===== config.mk =====
export PLATFORM = sky130hd
export DESIGN_NAME = code_lock
export DESIGN_NICKNAME = d
export VERILOG_FILES = /design/src/rtl/code_lock.sv
export SDC_FILE = /design/constraint.sdc
export NUM_CORES = 1
export LEC_CHECK = 0
export ABC_CLOCK_PERIOD_IN_PS = 2900
export CORE_MARGIN = 2
export CORE_UTILIZATION = 50
export CTS_CLUSTER_DIAMETER = 150
export DETAILED_ROUTE_END_ITERATION = 10
export GPL_ROUTABILITY_DRIVEN = 0
export GPL_TIMING_DRIVEN = 0
export PLACE_DENSITY = 0.82
export SETUP_SLACK_MARGIN = 0.05
export SLEW_MARGIN = 25
export SYNTH_ARGS = -nofsm -noshare
export SYNTH_HDL_FRONTEND = slang
export SYNTH_SLANG_ARGS = --single-unit

===== constraint.sdc =====
create_clock -name clock -period 2.9 [get_ports clock]
set_input_delay 0.725 -clock clock [delete_from_list [all_inputs] [get_ports clock]]
set_output_delay 0.725 -clock clock [all_outputs]
set_load 0.03 [all_outputs]

===== src/rtl/code_lock.sv =====
// code_lock: parametrised sequential combination lock.
//
// One digit is accepted per cycle in which new_digit is high. Each digit is
// compared against position idx of a programmable code; a full correct
// sequence opens the lock, MAX_FAIL wrong digits lock it out for a while.
// While open the code can be replaced, and the lock relocks on any strobe
// or, optionally, after OPEN_CYCLES clocks.
//
// Ports:
//   clock       in   single clock, rising edge
//   reset       in   synchronous, active-high, overrides every other input
//   value       in   [DIGIT_W]           digit, sampled when new_digit=1
//   new_digit   in   one-cycle strobe, one digit per high cycle
//                    (the keypad "new" strobe; "new" is a reserved word)
//   code_in     in   [CODE_LEN*DIGIT_W]  replacement code, digit 0 in LSBs
//   code_load   in   load code_in, honoured only while open
//   opened      out  high while open
//   locked_out  out  high while locked out
//   progress    out  correct digits entered so far
//   fail_count  out  wrong digits since last success or lockout
//   dbg_state   out  current FSM state (0 entry, 1 open, 2 lockout)
//
// Handshake: new_digit is a plain strobe with no back-pressure; every cycle
// it is high one digit is consumed, including back-to-back cycles. In
// lockout the strobe is consumed and discarded.
module code_lock #(
  parameter int DIGIT_W        = 4,
  parameter int CODE_LEN       = 3,
  parameter logic [CODE_LEN*DIGIT_W-1:0] DEFAULT_CODE = {4'd3, 4'd2, 4'd1},
  parameter int MAX_FAIL       = 3,
  parameter int LOCKOUT_CYCLES = 16,
  parameter int OPEN_CYCLES    = 8
) (
  input  logic                              clock,
  input  logic                              reset,
  input  logic [DIGIT_W-1:0]                value,
  input  logic                              new_digit,
  input  logic [CODE_LEN*DIGIT_W-1:0]       code_in,
  input  logic                              code_load,
  output logic                              opened,
  output logic                              locked_out,
  output logic [$clog2(CODE_LEN+1)-1:0]     progress,
  output logic [$clog2(MAX_FAIL+1)-1:0]     fail_count,
  output logic [1:0]                        dbg_state
);

  localparam int IDX_W   = $clog2(CODE_LEN + 1);
  localparam int FAIL_W  = $clog2(MAX_FAIL + 1);
  localparam int TMR_MAX = (LOCKOUT_CYCLES > OPEN_CYCLES) ? LOCKOUT_CYCLES : OPEN_CYCLES;
  localparam int TMR_W   = $clog2(TMR_MAX + 1);

  typedef enum logic [1:0] {
    ST_ENTRY   = 2'd0,
    ST_OPEN    = 2'd1,
    ST_LOCKOUT = 2'd2
  } state_t;

  state_t                         state_q, state_d;
  logic [CODE_LEN*DIGIT_W-1:0]    code_q, code_d;
  logic [IDX_W-1:0]               idx_q, idx_d;
  logic [FAIL_W-1:0]              fail_q, fail_d;
  logic [TMR_W-1:0]               tmr_q, tmr_d;
  logic [DIGIT_W-1:0]             cur_digit;

  // Expected digit at the current position.
  always_comb begin
    cur_digit = '0;
    for (int i = 0; i < CODE_LEN; i++) begin
      if (idx_q == IDX_W'(i)) cur_digit = code_q[i*DIGIT_W +: DIGIT_W];
    end
  end

  always_comb begin
    state_d = state_q;
    code_d  = code_q;
    idx_d   = idx_q;
    fail_d  = fail_q;
    tmr_d   = tmr_q;
    case (state_q)
      ST_ENTRY: begin
        if (new_digit) begin
          // An X/Z digit makes the equality unknown, which takes the
          // mismatch branch.
          if (value == cur_digit) begin
            if (idx_q == IDX_W'(CODE_LEN - 1)) begin
              state_d = ST_OPEN;
              idx_d   = '0;
              fail_d  = '0;
              tmr_d   = TMR_W'(OPEN_CYCLES);
            end else begin
              idx_d = idx_q + IDX_W'(1);
            end
          end else begin
            // The wrong digit is not retried as digit 0.
            idx_d = '0;
            if (fail_q == FAIL_W'(MAX_FAIL - 1)) begin
              state_d = ST_LOCKOUT;
              fail_d  = FAIL_W'(MAX_FAIL);
              tmr_d   = TMR_W'(LOCKOUT_CYCLES);
            end else begin
              fail_d = fail_q + FAIL_W'(1);
            end
          end
        end
      end
      ST_OPEN: begin
        if (code_load) code_d = code_in;
        if (OPEN_CYCLES != 0) begin
          // The timer holds the number of open cycles still to come,
          // so the edge that sees 1 is the last one spent open.
          if (tmr_q <= TMR_W'(1)) begin
            state_d = ST_ENTRY;
            tmr_d   = '0;
          end else begin
            tmr_d = tmr_q - TMR_W'(1);
          end
        end
        if (new_digit) begin
          state_d = ST_ENTRY;
          idx_d   = '0;
          tmr_d   = '0;
        end
      end
      ST_LOCKOUT: begin
        if (tmr_q <= TMR_W'(1)) begin
          state_d = ST_ENTRY;
          fail_d  = '0;
          idx_d   = '0;
          tmr_d   = '0;
        end else begin
          tmr_d = tmr_q - TMR_W'(1);
        end
      end
      default: begin
        state_d = ST_ENTRY;
        idx_d   = '0;
        fail_d  = '0;
        tmr_d   = '0;
      end
    endcase
  end

  always_ff @(posedge clock) begin
    if (reset) begin
      state_q <= ST_ENTRY;
      code_q  <= DEFAULT_CODE;
      idx_q   <= '0;
      fail_q  <= '0;
      tmr_q   <= '0;
    end else begin
      state_q <= state_d;
      code_q  <= code_d;
      idx_q   <= idx_d;
      fail_q  <= fail_d;
      tmr_q   <= tmr_d;
    end
  end

  // Outputs decode registered state only.
  assign opened     = (state_q == ST_OPEN);
  assign locked_out = (state_q == ST_LOCKOUT);
  assign progress   = idx_q;
  assign fail_count = fail_q;
  assign dbg_state  = state_q;

endmodule


==> results.py <==
metrics = {
    "critical_path": {
        "r2r_cells": 6,
        "cp-start-kind": "flip-flop",
        "cpPeakStageDelay_ns": 0.73,
        "critical_path_peak_fanout": 8,
        "path_cells": "nor2b_1, clkdlybuf4s50_1",
        "worst-path-buf-inv": 1,
        "critPathRequiredTime_ns": 2.17,
        "cp_top_family": "buffers and inverters",
        "rrSetupSlack_ns": 0.52,
        "critPathSlowestCell": "clkdlybuf4s50_1",
        "r2r_end": "dbg_state[0]",
        "crit_type": "reg2out",
        "reg2reg_from": "progress[1]",
        "end_kind": "output port",
        "cp-startpoint": "dbg_state[1]",
        "crit_arrival_ns": 1.87,
    },
    "cts": {
        "clkTransAtPathRegs_ns": 0.13,
        "cts_sinks": 23,
        "htree_levels": 1,
        "clockBufferDepth": 2,
        "cts_setup_buffers": 0,
        "numCtsBuffers": 3,
        "clock_latency_ns": 0.31,
        "cts_root_buf": "clkbuf_4",
        "cts_tree": "done",
        "ctsHoldBuffers": 0,
        "cts_resized": 0,
    },
    "grt": {
        "grt_busiest_layer": "met2",
        "use_met2_pct": 36.5,
        "grt.total_usage_pct": 20.9,
        "grt.met1_usage_pct": 26.2,
        "grt_pass1_vias": 1355,
        "grt_pass1_wl_um": 5420,
        "met3_usage_pct": 2.53,
        "grt_antenna_before_repair": 0,
        "overflow": 0,
        "grt_max_degree": 13,
    },
    "layout": {
        "antenna_cells": 0,
        "mostFrequentLayoutCell": "nand2_1",
        "layout_common_cells": "nand2_1 (34), clkdlybuf4s50_1 (27), dfxtp_1 (23), a21oi_1 (14), nor2b_1 (10)",
        "fin_util_pct": 67.4,
        "layout.cells.non_filler": 235,
        "synthToLayoutAreaGrowth_pct": 24.5,
        "num-nets-final": 229,
        "drive_gt1_share_pct": 5.85,
        "n_fill_cell": 210,
    },
    "detailed_routing": {
        "route.vias.total": 1360,
        "drt-total-wl_um": 3280,
        "drc": 0,
        "antenna_left": 0,
        "drt_iter0_drc": 52,
        "routed_via_density": 5.79,
        "wl_per_cell_um": 14.0,
        "firstDrtPassIters": 4,
    },
    "yosys": {
        "synthesis.area_um2": 1370,
        "yosysTopAreaCellShare_pct": 33.7,
        "syn-mean-instance-area_um2": 7.85,
        "seq_area_frac_synth_pct": 33.7,
        "synthDistinctLibCells": 41,
        "synth-seq-cells": 23,
        "synth_area_leaders": "dfxtp_1 (34%), nand2_1 (9.3%), a21oi_1 (5.1%)",
        "syn-instance-count": 174,
        "yosysTopAreaCell": "dfxtp_1",
        "synth_nets": 197,
        "yosys_warnings": 0,
    },
    "timing": {
        "slew_headroom_pct": 49.3,
        "max_clock_freq_ghz": 0.385,
        "rsz0062_at_grt": "no",
        "finalSetupViolCount": 0,
        "fin_skew_ns": 0.00250,
        "worst_slack_ns": 0.305,
        "finalHoldViolations": 0,
        "fin_setup_tns_ns": 0,
        "worst_pin_slew_ns": 0.757,
        "min_period_ns": 2.59,
        "slew_viol_final": 0,
        "layout_worst_path_cycle_share_pct": 89.5,
    },
    "place": {
        "placed_cells": 231,
        "dp_hpwl_um": 2480,
        "pre_cts_slack_ns": 0.137,
        "portBuffers": 27,
    },
    "floorplanning": {
        "die_h_um": 56.3,
        "die_area_um2": 3170,
        "rows": 18,
        "core_area_um2": 2520,
        "num_io_pins": 28,
        "die_w_um": 56.3,
        "initial_core_util_pct": 54.2,
    },
    "power_and_ir_drop": {
        "vdd_ir_drop_max_mv": 0.344,
        "powerDensity_nw_per_um2": 336,
        "power.leakage_nw": 0.618,
        "finalPower_w": 0.000572,
    },
    "worst_hold_path": {
        "hold_depth": 2,
        "min_to": "code_q[11]",
        "hold_path.class": "reg2reg",
        "min_from": "code_q[11]",
    },
    "run_status": {
        "status": "completed",
    },
    "run": {
        "cap_violations": 0,
    },
}
worst min-delay path: stages, from the launching register on:
cell and delay [ns]:
dfxtp_1 0.33, nand2_1 0.05, a21oi_1 0.05
power by group:
part / total, W / switching [W] / internal, W
Clock: 0.000153 / 0.0000997 / 0.0000537
Combinational: 0.0000942 / 0.0000471 / 0.0000471
Sequential: 0.000325 / 0.00000391 / 0.000321
sequential cells by signal, indices dropped and copies added (netlist names):
register and count:
progress 2, tmr_q 5, fail_count 2, dbg_state 2, code_q 12
synthesized netlist by cell type:
cell,n
a31oi_1,2
and4b_1,2
a22o_1,1
inv_1,5
ha_1,3
o221ai_1,2
dfxtp_1,23
nand3_1,6
a21o_1,1
o21a_1,3
or2_2,1
nand4_1,3
a221oi_1,2
or3_1,3
or3_4,1
buf_2,2
nand4b_1,3
or2_1,1
a21oi_1,14
o2bb2ai_1,2
a32oi_1,1
nor3b_1,2
mux2_2,1
nand2_1,34
o21ai_0,4
nor3b_2,1
a211oi_1,2
o32ai_1,1
nor2_1,8
clkbuf_1,6
a32o_1,1
nand2b_1,7
o31ai_1,3
o22ai_1,2
o21bai_2,1
mux2_4,1
and2_1,2
mux2i_1,3
nor2b_1,10
a31oi_4,1
nor3_1,3
layout make-up:
cell class / instances / area (um^2) / share of cell area, %
multi-input combinational: 138 / 855 / 50.3
sequential: 23 / 460 / 27.1
timing repair buffer: 27 / 270 / 15.9
tap: 30 / 37.5 / 2.21
buffer: 8 / 32.5 / 1.91
clock buffer: 4 / 26.3 / 1.55
inverter: 5 / 18.8 / 1.10
metal layers:
metal,up-vias,wire length (um)
li1,689,-
met1,627,1460
met2,40,1600
met3,4,185
met4,0,31
met5,-,0
cell families after synthesis:
family | share of synthesized area, %
muxes | 4.12
DFF | 33.7
buffers and inverters | 3.75
and+or+nand+nor | 33.4
AOI/OAI and AO/OA | 22.3
adders and majority gates | 2.75
worst max-delay path by stage:
stage	to	slack (ns)	cells after the start
global placement	dbg_state[0]	0.18	6
CTS	locked_out	0.32	2
floorplan	tmr_q[4]	0.57	7
finish	locked_out	0.31	2
detailed placement	dbg_state[0]	0.14	6
global route	locked_out	0.21	2
metrics by stage:
stage | hold slack, ns | cell area [um^2]
2_1_floorplan | 0.434 | 1370
3_3_place_gp | 0.444 | 1670
3_5_place_dp | 0.447 | 1670
4_1_cts | 0.465 | 1700
5_1_grt | 0.500 | 1700
6_report | 0.468 | 1700
Power figures use the tool's default switching activity.
